File: config.mk
export PLATFORM = sky130hd
export DESIGN_NAME = qam16_frame_ctrl
export DESIGN_NICKNAME = d
export VERILOG_FILES = /design/src/rtl/qam16_frame_ctrl.sv
export SDC_FILE = /design/constraint.sdc
export NUM_CORES = 1
export LEC_CHECK = 0
export ABC_AREA = 1
export CAP_MARGIN = 0
export CORE_MARGIN = 3
export CORE_UTILIZATION = 50
export CTS_CLUSTER_DIAMETER = 200
export CTS_CLUSTER_SIZE = 12
export DETAILED_ROUTE_END_ITERATION = 10
export GPL_TIMING_DRIVEN = 0
export PLACE_DENSITY = 0.77
export REMOVE_ABC_BUFFERS = 1
export SYNTH_ARGS = -nofsm -noshare
export SYNTH_HDL_FRONTEND = slang
export SYNTH_SLANG_ARGS = --single-unit
File: constraint.sdc
create_clock -name clk -period 3.6 [get_ports clk]
set_input_delay 0.9 -clock clk [delete_from_list [all_inputs] [get_ports clk]]
set_output_delay 0.9 -clock clk [all_outputs]
set_load 0.005 [all_outputs]
File: src/rtl/qam16_frame_ctrl.sv
// 16-QAM frame controller: stages I/Q samples into the external decoder, hunts for the
// two-symbol sync word, then packs symbol pairs into payload bytes with valid/ready flow.
module qam16_frame_ctrl #(
  parameter int unsigned       IN_W    = 3,
  parameter int unsigned       SYM_W   = 4,
  parameter logic [SYM_W-1:0]  SYNC_HI = 4'hA,
  parameter logic [SYM_W-1:0]  SYNC_LO = 4'h5
) (
  input  logic             clk,
  input  logic             rst_n,
  input  logic             enable,
  input  logic [7:0]       frame_len,
  input  logic             in_valid,
  output logic             in_ready,
  input  logic [IN_W-1:0]  inphase,
  input  logic [IN_W-1:0]  quad,
  output logic [IN_W-1:0]  dec_inphase,
  output logic [IN_W-1:0]  dec_quad,
  input  logic [SYM_W-1:0] dec_symbol,
  output logic             out_valid,
  input  logic             out_ready,
  output logic [7:0]       out_byte,
  output logic             frame_start,
  output logic             frame_done,
  output logic             frame_err,
  output logic [7:0]       err_cnt
);

  typedef enum logic [1:0] {StIdle, StHunt, StPayload} state_e;

  state_e           state_q, state_d;
  logic             s1_valid_q;
  logic [IN_W-1:0]  dec_inphase_q, dec_quad_q;
  logic             hi_seen_q, hi_seen_d;
  logic             nibble_half_q, nibble_half_d;
  logic [SYM_W-1:0] hi_nib_q, hi_nib_d;
  logic [7:0]       byte_cnt_q, byte_cnt_d;
  logic [7:0]       len_q, len_d;
  logic             frame_start_q, frame_start_d;
  logic             frame_done_q, frame_done_d;
  logic             frame_err_q, frame_err_d;
  logic [7:0]       err_cnt_q;
  logic             out_valid_q;
  logic [7:0]       out_byte_q;

  logic code_ok, byte_complete, s1_adv, in_ready_c, accept, load;

  // State register
  always_ff @(posedge clk or negedge rst_n) begin
    if (!rst_n) begin
      state_q       <= StIdle;
      hi_seen_q     <= 1'b0;
      nibble_half_q <= 1'b0;
      hi_nib_q      <= '0;
      byte_cnt_q    <= '0;
      len_q         <= '0;
      frame_start_q <= 1'b0;
      frame_done_q  <= 1'b0;
      frame_err_q   <= 1'b0;
    end else begin
      state_q       <= state_d;
      hi_seen_q     <= hi_seen_d;
      nibble_half_q <= nibble_half_d;
      hi_nib_q      <= hi_nib_d;
      byte_cnt_q    <= byte_cnt_d;
      len_q         <= len_d;
      frame_start_q <= frame_start_d;
      frame_done_q  <= frame_done_d;
      frame_err_q   <= frame_err_d;
    end
  end

  // Next-state logic; a symbol is processed only in a cycle where s1 advances
  always_comb begin
    state_d       = state_q;
    hi_seen_d     = hi_seen_q;
    nibble_half_d = nibble_half_q;
    hi_nib_d      = hi_nib_q;
    byte_cnt_d    = byte_cnt_q;
    len_d         = len_q;
    frame_start_d = 1'b0;
    frame_done_d  = 1'b0;
    frame_err_d   = 1'b0;
    unique case (state_q)
      StIdle: begin
        if (enable) state_d = StHunt;
      end
      StHunt: begin
        if (s1_adv) begin
          if (!code_ok) begin
            hi_seen_d = 1'b0;
          end else if (hi_seen_q && dec_symbol == SYNC_LO) begin
            state_d       = StPayload;
            len_d         = frame_len;
            byte_cnt_d    = '0;
            nibble_half_d = 1'b0;
            hi_seen_d     = 1'b0;
            frame_start_d = 1'b1;
          end else begin
            hi_seen_d = (dec_symbol == SYNC_HI);
          end
        end
      end
      StPayload: begin
        if (len_q == 8'd0) begin
          // Empty frame closes at once; any staged symbol is treated as hunt input
          frame_done_d = 1'b1;
          state_d      = StHunt;
          if (s1_adv) hi_seen_d = code_ok && (dec_symbol == SYNC_HI);
        end else if (s1_adv) begin
          if (!code_ok) begin
            nibble_half_d = 1'b0;
            frame_err_d   = 1'b1;
            state_d       = StHunt;
          end else if (!nibble_half_q) begin
            hi_nib_d      = dec_symbol;
            nibble_half_d = 1'b1;
          end else begin
            nibble_half_d = 1'b0;
            byte_cnt_d    = byte_cnt_q + 8'd1;
            if (byte_cnt_q + 8'd1 == len_q) begin
              frame_done_d = 1'b1;
              state_d      = StHunt;
            end
          end
        end
      end
      default: state_d = StIdle;
    endcase
    // Disable abort waits until the staged sample has been processed
    if (state_q != StIdle && !enable && !s1_valid_q) begin
      state_d       = StIdle;
      hi_seen_d     = 1'b0;
      nibble_half_d = 1'b0;
      byte_cnt_d    = '0;
    end
  end

  // Output / handshake logic
  always_comb begin
    code_ok       = dec_inphase_q[0] & dec_quad_q[0];
    byte_complete = s1_valid_q && (state_q == StPayload) && nibble_half_q && code_ok;
    s1_adv        = s1_valid_q && (!byte_complete || !out_valid_q || out_ready);
    in_ready_c    = enable && (state_q != StIdle) && (!s1_valid_q || s1_adv);
    accept        = in_valid && in_ready_c;
    load          = s1_adv && byte_complete;
  end

  always_ff @(posedge clk or negedge rst_n) begin
    if (!rst_n) begin
      s1_valid_q    <= 1'b0;
      dec_inphase_q <= '0;
      dec_quad_q    <= '0;
      out_valid_q   <= 1'b0;
      out_byte_q    <= '0;
      err_cnt_q     <= '0;
    end else begin
      if (accept) begin
        s1_valid_q    <= 1'b1;
        dec_inphase_q <= inphase;
        dec_quad_q    <= quad;
      end else if (s1_adv) begin
        s1_valid_q <= 1'b0;
      end
      if (load) begin
        out_valid_q <= 1'b1;
        out_byte_q  <= {hi_nib_q, dec_symbol};
      end else if (out_ready) begin
        out_valid_q <= 1'b0;
      end
      if (s1_adv && !code_ok && err_cnt_q != 8'hFF) err_cnt_q <= err_cnt_q + 8'd1;
    end
  end

  assign in_ready    = in_ready_c;
  assign dec_inphase = dec_inphase_q;
  assign dec_quad    = dec_quad_q;
  assign out_valid   = out_valid_q;
  assign out_byte    = out_byte_q;
  assign frame_start = frame_start_q;
  assign frame_done  = frame_done_q;
  assign frame_err   = frame_err_q;
  assign err_cnt     = err_cnt_q;

endmodule

* After elaboration in Yosys (flattened, before gate mapping)
Index checks and enable logic that the tools add are counted.
** Cells by class
- $add $sub $neg :: 2
- Eq/ne operators :: 18
- Muxes and demuxes :: 54
- Bitwise operators :: 3
- Reductions and logical operators :: 34
** Operators by type and width (count)
- 8-bit 2-to-1 mux :: 8
- 1-bit 2-to-1 mux :: 32
- 3-bit inequality test (second input constant) :: 9
- 2-bit 2-to-1 mux :: 10
- 8-bit by 1-bit adder with 8-bit output (second input constant) :: 2
- 8-bit case mux with 2 select lines :: 1
- 1-bit logical AND :: 14
- 5-bit inequality test (second input constant) :: 2
- 8-bit == test :: 1
- 8-bit logical NOT :: 1
- 8-bit inequality test (second input constant) :: 1
- 4-bit AND reduction :: 2
- 8-bit AND reduction :: 1
- 7-bit AND reduction :: 1
- 2-bit case mux with 3 select lines :: 1
- 6-bit AND reduction :: 1
- 2-bit nonzero test :: 3
- 1-bit logical NOT :: 5
- 5-bit AND reduction :: 1
- 4-bit by 3-bit == test with 1-bit output (second input constant) :: 1
- 4-bit == test (second input constant) :: 1
- 4-bit inequality test (second input constant) :: 1
- 1-bit case mux with 2 select lines :: 2
- 1-bit logical OR :: 3
- other kinds (6) :: 7
** Storage, ports and cells
- Register bits after elaboration :: 51
- Input bits :: 23
- Output and inout bits :: 27
- Word-level logic and storage cells :: 126

* Depth between registers and ports, before layout
- Word-level depth :: 12
- Depth in mapped cells :: 14
- Gate-level depth less buffers :: 14

* Worst setup path before layout
No wires, ideal clock.
- Path kind :: input port to output port
- Start point :: in out_ready
- End point :: out in_ready
- Arrival :: 1.223 ns
- Data required time :: 2.700 ns
- Setup slack :: 1.477 ns
- Cell stages on the path :: 4
- Path buffers :: 0
- Path through :: nor2_1 nand2_1 inv_1 nor3_2
** Between the ends
- Word-level cells in the longest chain between the ends :: 4
** Ends and longest elaborated chain
- start: declaration :: RTL line 21 : input logic out_ready,
- 1-bit logical OR :: RTL line 143 : s1_adv = s1_valid_q && (!byte_complete || !out_valid_q || out_ready);
- 1-bit logical AND :: RTL line 143
- 1-bit logical OR :: RTL line 144 : in_ready_c = enable && (state_q != StIdle) && (!s1_valid_q || s1_adv);
- 1-bit logical AND :: RTL line 144
- end: declaration :: RTL line 14 : output logic in_ready,
No other way between the ends.

* Final worst setup path
Ends and elaborated chain as after synthesis.

==> flow_summary_export.csv <==
group,metric,value,unit
worst_hold_path,hold_path_class,"flop to flop",
logic_synthesis,synth_area_per_cell,8.48,um^2
logic_synthesis,seq_area_frac_synth,50.0,%
finish,regArea,1280,um^2
detailed_routing,ant_nets,0,
floorplan,die_h,77.5,um
detailed_routing,wl_per_cell,12.5,um
sta,relSlewSlack,68.5,%
finish,fillCellCount,399,
sta,setup_viol,0,
detailed_routing,routed_via_density,5.03,
clocking,clock_path_buffers,2,
setup_path,timing.rr.start,"dec_quad[0]",
grt,grt_pass1_wl,9110,um
setup_path,path_common_cell,"clkdlybuf4s50_1",
sta,rsz0062_at_grt,"no",
grt,grt_usage,18.6,%
sta,whs,498,ps
clocking,post_cts_resized,0,
logic_synthesis,synth_area_leaders,"dfrtp_1, nand2_1, inv_1, nand3_1, mux2_2",
job,maxCapViolCount,0,
setup_path,slowest_stage,"clkdlybuf4s50_1",
worst_hold_path,hold_path_depth,2,
setup_path,crit_fanout,3,
grt,grt_pass1_vias,2037,
floorplan,start_util,53.0,%
clocking,postCtsSetupRepairBufs,0,
finish,layout_commonest_cell,"nand2_1",
sta,setup_ws,428,ps
detailed_routing,drc,0,
logic_synthesis,ys_warn_count,0,
sta,post-route-period-util,88.1,%
logic_synthesis,syn_inst,301,
floorplan,coreArea,4820,um^2
finish,final_cell_mix,"nand2_1, dfrtp_1, clkdlybuf4s50_1, inv_1, nand3_1",
power,swShare,35.0,%
outcome,outcome,"completed",
setup_path,cp.arrival,2270,ps
setup_path,r2r_slack,1680,ps
detailed_routing,dr.pass1.iters,5,
power,internal_power,1.14,mW
sta,post-route-min-period,3170,ps
setup_path,path_cells,"clkdlybuf4s50_1 -> nor2_1 -> nand2_1 -> inv_1 -> nor3_2 -> clkdlybuf4s50_1",
finish,multiInputGateArea,1110,um^2
finish,layout.nets,380,
worst_hold_path,hold_end,"out_byte[0]",
floorplan,fp-row-count,25,
clocking,clkSlewWorstSetupHoldPaths,80,ps
floorplan,die_area,6000,um^2
clocking,numCtsBuffers,5,
floorplan,die_w,77.5,um
setup_path,reg2reg_depth,11,
logic_synthesis,synth_edf_count,0,
grt,antenna_found_initial,0,
grt,grt-ovfl-total,0,
clocking,cts.sinks,51,
clocking,cts_tree,"yes",
finish,drive_gt1_share,12.4,%
finish,antenna_cells,0,
power,vdd_ir_drop_max,0.000354,V
logic_synthesis,synthArstFlopShare,100,%
setup_path,cp-start-kind,"input port",
detailed_routing,postRouteWirelength,5270,um
finish,syn2layout_area_growth,25.7,%
logic_synthesis,yosys.area.top_type_share,50.0,%
logic_synthesis,ys_ff_latch,51,
detailed_routing,vias,2124,
detailed_routing,drt_iter0_markers,126,
clocking,cts_root_buffer,"clkbuf_8",
clocking,worstSkewPairLatency,290,ps
setup_path,worstSetupPathType,"input port to primary output",
setup_path,cp-end-kind,"primary output",
logic_synthesis,synth.distinct_cells,29,
logic_synthesis,yosys.area.top_type,"dfrtp_1",
sta,fmax,315,MHz
power,p_clk_share,18.5,%
setup_path,cp_top_family,"buffers and inverters",
power,power.switching,616,uW
placed_design,hpwlAfterDp,3960,um
floorplan,io_pins,50,
sta,worst_slew_pin_slew,471,ps
grt,grt_max_degree,36,
sta,finClkSkew,7.22,ps
placed_design,routabilityCongestion,0.845,
logic_synthesis,netlist_area,2550,um^2
sta,finalHoldViolCount,0,
setup_path,cp.required,2700,ps
placed_design,io_buffers,49,
sta,tns,0,ps
setup_path,cpPeakStageDelay,530,ps
power,p_leak,1.52,nW
power,seqPwrFrac,44.0,%
sta,maxSlewViolCount,0,
setup_path,r2r_end,"byte_cnt_q[7]",
logic_synthesis,synth_ff_type,"dfrtp_1",
clocking,htreeDepth,2,
clocking,cts_hold_buf,0,
setup_path,cp.buffers_inverters,3,
power,p_comb_share,37.5,%
placed_design,place_ws,403,ps
worst_hold_path,min-delay-start,"out_byte[0]",
power,p_per_area,548,nW/um^2
power groups by stage:
stage | registers (mW) | logic [mW] | clock network, mW
after floorplan | 0.775 | 0.411 | 0
after global placement | 0.783 | 0.643 | 0
after detailed placement | 0.786 | 0.661 | 0
after CTS | 0.776 | 0.664 | 0.332
after global routing | 0.790 | 0.732 | 0.358
final | 0.774 | 0.659 | 0.325
worst min-delay path, delay by kind of cell, from the launching register on:
kind	cells	cell delay, ps
AND/OR/NAND/NOR	1	50
flip-flops	1	360
AO/OA/AOI/OAI	1	60
final cells by class:
type	instances	share of cell area (%)
Clock buffer	6	2.57
Clock inverter	1	0.156
Inverter	39	4.56
Multi-Input combinational cell	208	34.6
Sequential cell	51	39.8
Tap cell	67	2.61
Timing Repair Buffer	50	15.7
synth_stat cells, types with 3 or more instances:
| library cell | count |
|---|---|
| nand4_1 | 6 |
| dfrtp_1 | 51 |
| xor2_1 | 3 |
| nor2_1 | 17 |
| mux2_2 | 10 |
| nand2_2 | 7 |
| o21ai_0 | 6 |
| nand3_1 | 25 |
| o21ai_1 | 12 |
| xnor2_1 | 6 |
| a21oi_1 | 3 |
| inv_2 | 3 |
| inv_1 | 36 |
| nand2_1 | 90 |
| nor3_2 | 3 |
| nor2_2 | 5 |
sequential cells by signal (all words and copies together), names as in the netlist:
signal,flops
err_cnt,8
hi_nib_q,4
byte_cnt_q,8
out_valid,1
frame_done,1
out_byte,8
s1_valid_q,1
state_q,2
dec_quad,3
len_q,8
frame_err,1
dec_inphase,3
hi_seen_q,1
frame_start,1
nibble_half_q,1
stage by stage:
| step | util (%) | instance area (um^2) | std cells | total power [mW] |
|---|---|---|---|---|
| after detailed placement | 64.8 | 3120 | 415 | 1.45 |
| after CTS | 66.6 | 3210 | 422 | 1.77 |
| after global placement | 64.5 | 3110 | 414 | 1.43 |
| after global routing | 66.6 | 3210 | 422 | 1.88 |
| after floorplan | - | 2530 | 298 | 1.19 |
| final | 66.6 | 3210 | 422 | 1.76 |
worst max path at each step:
| stage | slack (ps) | startpoint | end | depth (start not counted) |
|---|---|---|---|---|
| after floorplan | 1480 | out_ready | in_ready | 4 |
| after global placement | 150 | rst_n | out_byte[4] | 1 |
| after detailed placement | 400 | out_ready | in_ready | 6 |
| after CTS | 400 | out_ready | in_ready | 6 |
| after global routing | 350 | out_ready | in_ready | 6 |
| final | 430 | out_ready | in_ready | 6 |
layer usage:
layer	part of all wire (%)	wire length [um]	up-vias	GRT usage [%]
li1	-	-	1067	-
met1	46	2440	1001	25.5
met2	49	2580	51	30.1
met3	3.9	206	5	3.60
met4	0.74	39	0	4.98
met5	0	0	-	0
cells by family after synthesis:
group | count (synthesis) | share of synthesized area, %
buf+inv | 42 | 6.52
xor+xnor | 9 | 3.09
compound gates | 24 | 5.44
simple gates | 163 | 29.6
mux | 10 | 4.41
flops | 51 | 50.0
fa+ha+maj | 2 | 0.980
Note: power is estimated with default switching activity, not from simulation.
==> RTL change, RTL diff (same flow settings) <==
Re-encode `state_e` (3 states) as one-hot, 3 bits wide.
--- a/src/rtl/qam16_frame_ctrl.sv
+++ b/src/rtl/qam16_frame_ctrl.sv
@@ -26,7 +26,7 @@
   output logic [7:0]       err_cnt
 );
 
-  typedef enum logic [1:0] {StIdle, StHunt, StPayload} state_e;
+  typedef enum logic [2:0] {StIdle = 3'b001, StHunt = 3'b010, StPayload = 3'b100} state_e;
 
   state_e           state_q, state_d;
   logic             s1_valid_q;
Check against the original RTL: no difference found for any inputs over 10 cycles, from zero or initial values and one cycle with rst_n low; not proved beyond that.
==> RTL change against the unedited design <==
- routed wire length rose by 1.8%
- non-clock buffer count did not move
- final area rose by 1.9%
- worst setup slack improved by 48 ps
- count of clock-buffer cells in the layout fell by 1
- synthesized area rose by 2.0%
- total power fell by 11%
- sequential power fell by 3%
- sequential cell count rose by 1
==> RTL change: results (changes against the unedited design) <==
{
  "logic_synthesis": {
    "post_synth_main_area_contributors": "dfrtp_1 49%, nand2_1 13%, nand3_1 6.2%",
    "yosys.area_share.xor_xnor": {"value": 3.220, "unit": "%", "change": "+0.13 points"},
    "synth_compound_gate_area_share": {"value": 7.016, "unit": "%", "change": "+1.6 points"},
    "synth_mux_area_share": {"value": 3.027, "unit": "%", "change": "-1.4 points"},
    "synthDistinctLibCells": {"value": 31, "change": "+6.9%"},
    "area_share_of_fa_ha_maj_cells_after_synthesis": {"value": 0.9611, "unit": "%", "change": "-0.019 points"},
    "synthTopCellsByCount": "89 x nand2_1, 51 x dfrtp_1, 35 x inv_1"
  },
  "place": {
    "placement.setup.worst_slack": {"value": 459.8, "unit": "ps", "change": "+56.87 ps"},
    "place.detailed.hpwl": {"value": 4089, "unit": "µm", "change": "+3.2%"}
  },
  "grt": {
    "grt_pass1_wl": {"value": 9225, "unit": "µm", "change": "+1.3%"},
    "vias_in_the_first_global_route": {"value": 2137, "change": "+4.9%"},
    "groute.usage.overall": {"value": 18.95, "unit": "%", "change": "+0.38 points"}
  },
  "drt": {
    "post_drt_via_cell_ratio": {"value": 4.927, "change": "-2.1%"},
    "routedWlPerCell": {"value": 12.30, "unit": "µm", "change": "-1.5%"}
  },
  "final_layout": {
    "fillCellCount": {"value": 427, "change": "+7.0%"},
    "share_of_final_layout_standard_cells_stronger_than_drive_strength_1": {"value": 11.11, "unit": "%", "change": "-1.3 points"}
  },
  "sta": {
    "timing.clock.skew": {"value": 5.925, "unit": "ps", "change": "-1.296 ps"},
    "fin_crit_sh": {"value": 86.77, "unit": "%", "change": "-1.3 points"},
    "maxSlewHeadroom": {"value": 69.24, "unit": "%", "change": "+0.71 points"}
  },
  "setup_path": {
    "arrival": {"value": 2220, "unit": "ps", "change": "-50 ps"},
    "ff2ff_setup_slack": {"value": 1760, "unit": "ps", "change": "+80 ps"}
  },
  "power": {
    "cellLeakagePower": {"value": 0.001551, "unit": "µW", "change": "+2.2%"},
    "max-vdd-ir-drop": {"value": 0.0003916, "unit": "V", "change": "+11%"}
  },
  "outcome": {
    "result_of_the_run": "completed"
  },
  "clock_network": {
    "clk-insertion-delay-late": {"value": 310, "unit": "ps", "change": "+20 ps"}
  }
}
==> RTL change: cell types whose count changed after synthesis, sizes merged, moves of 3 or more <==
cell / unedited run / this run
nor3: 5 / 2
nor2: 23 / 33
nand3: 27 / 34
nand4: 6 / 2
o21ai: 18 / 30
mux2: 10 / 7
==> RTL change: worst max-delay path, cell delays in order <==
cell and delay (ps):
clkdlybuf4s50_1 400, nor2_1 170, nand3_2 140, nand3_1 100
inv_1 60, clkdlybuf4s50_1 460
==> RTL change: area by class of cell <==
type	instances	share of cell area, %
tap	67	2.563
clock inverter	3	0.7269
multi-input combinational	220	34.85
sequential	52	39.82
timing repair buffer	50	15.46
clock buffer	5	2.104
inverter	39	4.476
==> RTL change: cells by family (layout without fill, tap and decap cells) <==
group                    Yosys count  after routing
AO/OA/AOI/OAI                     34             34
XOR/XNOR                           8              8
flip-flops                        52             52
AND/OR/NAND/NOR                  169            169
buffers and inverters             41             97
multiplexers                       7              7
adder cells (fa/ha/maj)            2              2
==> RTL change: path summary, 6_finish.rpt <==
check | from | to | cells after the start
min in group asynchronous | rst_n | len_q[5]$_DFFE_PN0P_ | 1
setup / recovery | out_ready | in_ready | 6
hold reg to reg | hi_nib_q[2]$_DFFE_PN0P_ | out_byte[6]$_DFFE_PN0P_ | 2
setup reg to reg | byte_cnt_q[0]$_DFFE_PN0P_ | state_q[1]$_DFFE_PN0P_ | 13
hold / removal | hi_nib_q[2]$_DFFE_PN0P_ | out_byte[6]$_DFFE_PN0P_ | 2
max in group asynchronous | rst_n | dec_inphase[1]$_DFFE_PN0P_ | 2
==> RTL change: layer usage <==
| metal | share of wire, % | wire [µm] | vias up | GRT usage, % |
|---|---|---|---|---|
| met5 | 0 | 0 | - | 0 |
| met3 | 4.4 | 237 | 7 | 4.472 |
| li1 | - | - | 1103 | - |
| met1 | 49 | 2645 | 996 | 24.94 |
| met4 | 1.3 | 71 | 0 | 6.119 |
| met2 | 45 | 2407 | 42 | 30.99 |
==> RTL change: per-stage QoR <==
stage               power [µW]  instance area, µm²  hold WS [ps]  std cells
finish                    1566                3271         488.7        436
global route              1676                3271         513.6        436
CTS                       1587                3271         492.8        436
detailed placement        1245                3178         470.2        428
global placement          1226                3163         455.8        427
floorplan                 1007                2589         442.2        311
==> RTL change: power breakdown <==
part,internal (µW),switching [µW],leakage (µW)
Combinational,249,227,0.000847
Sequential,671,82.6,0.000664
Clock,138,199,0.0000404
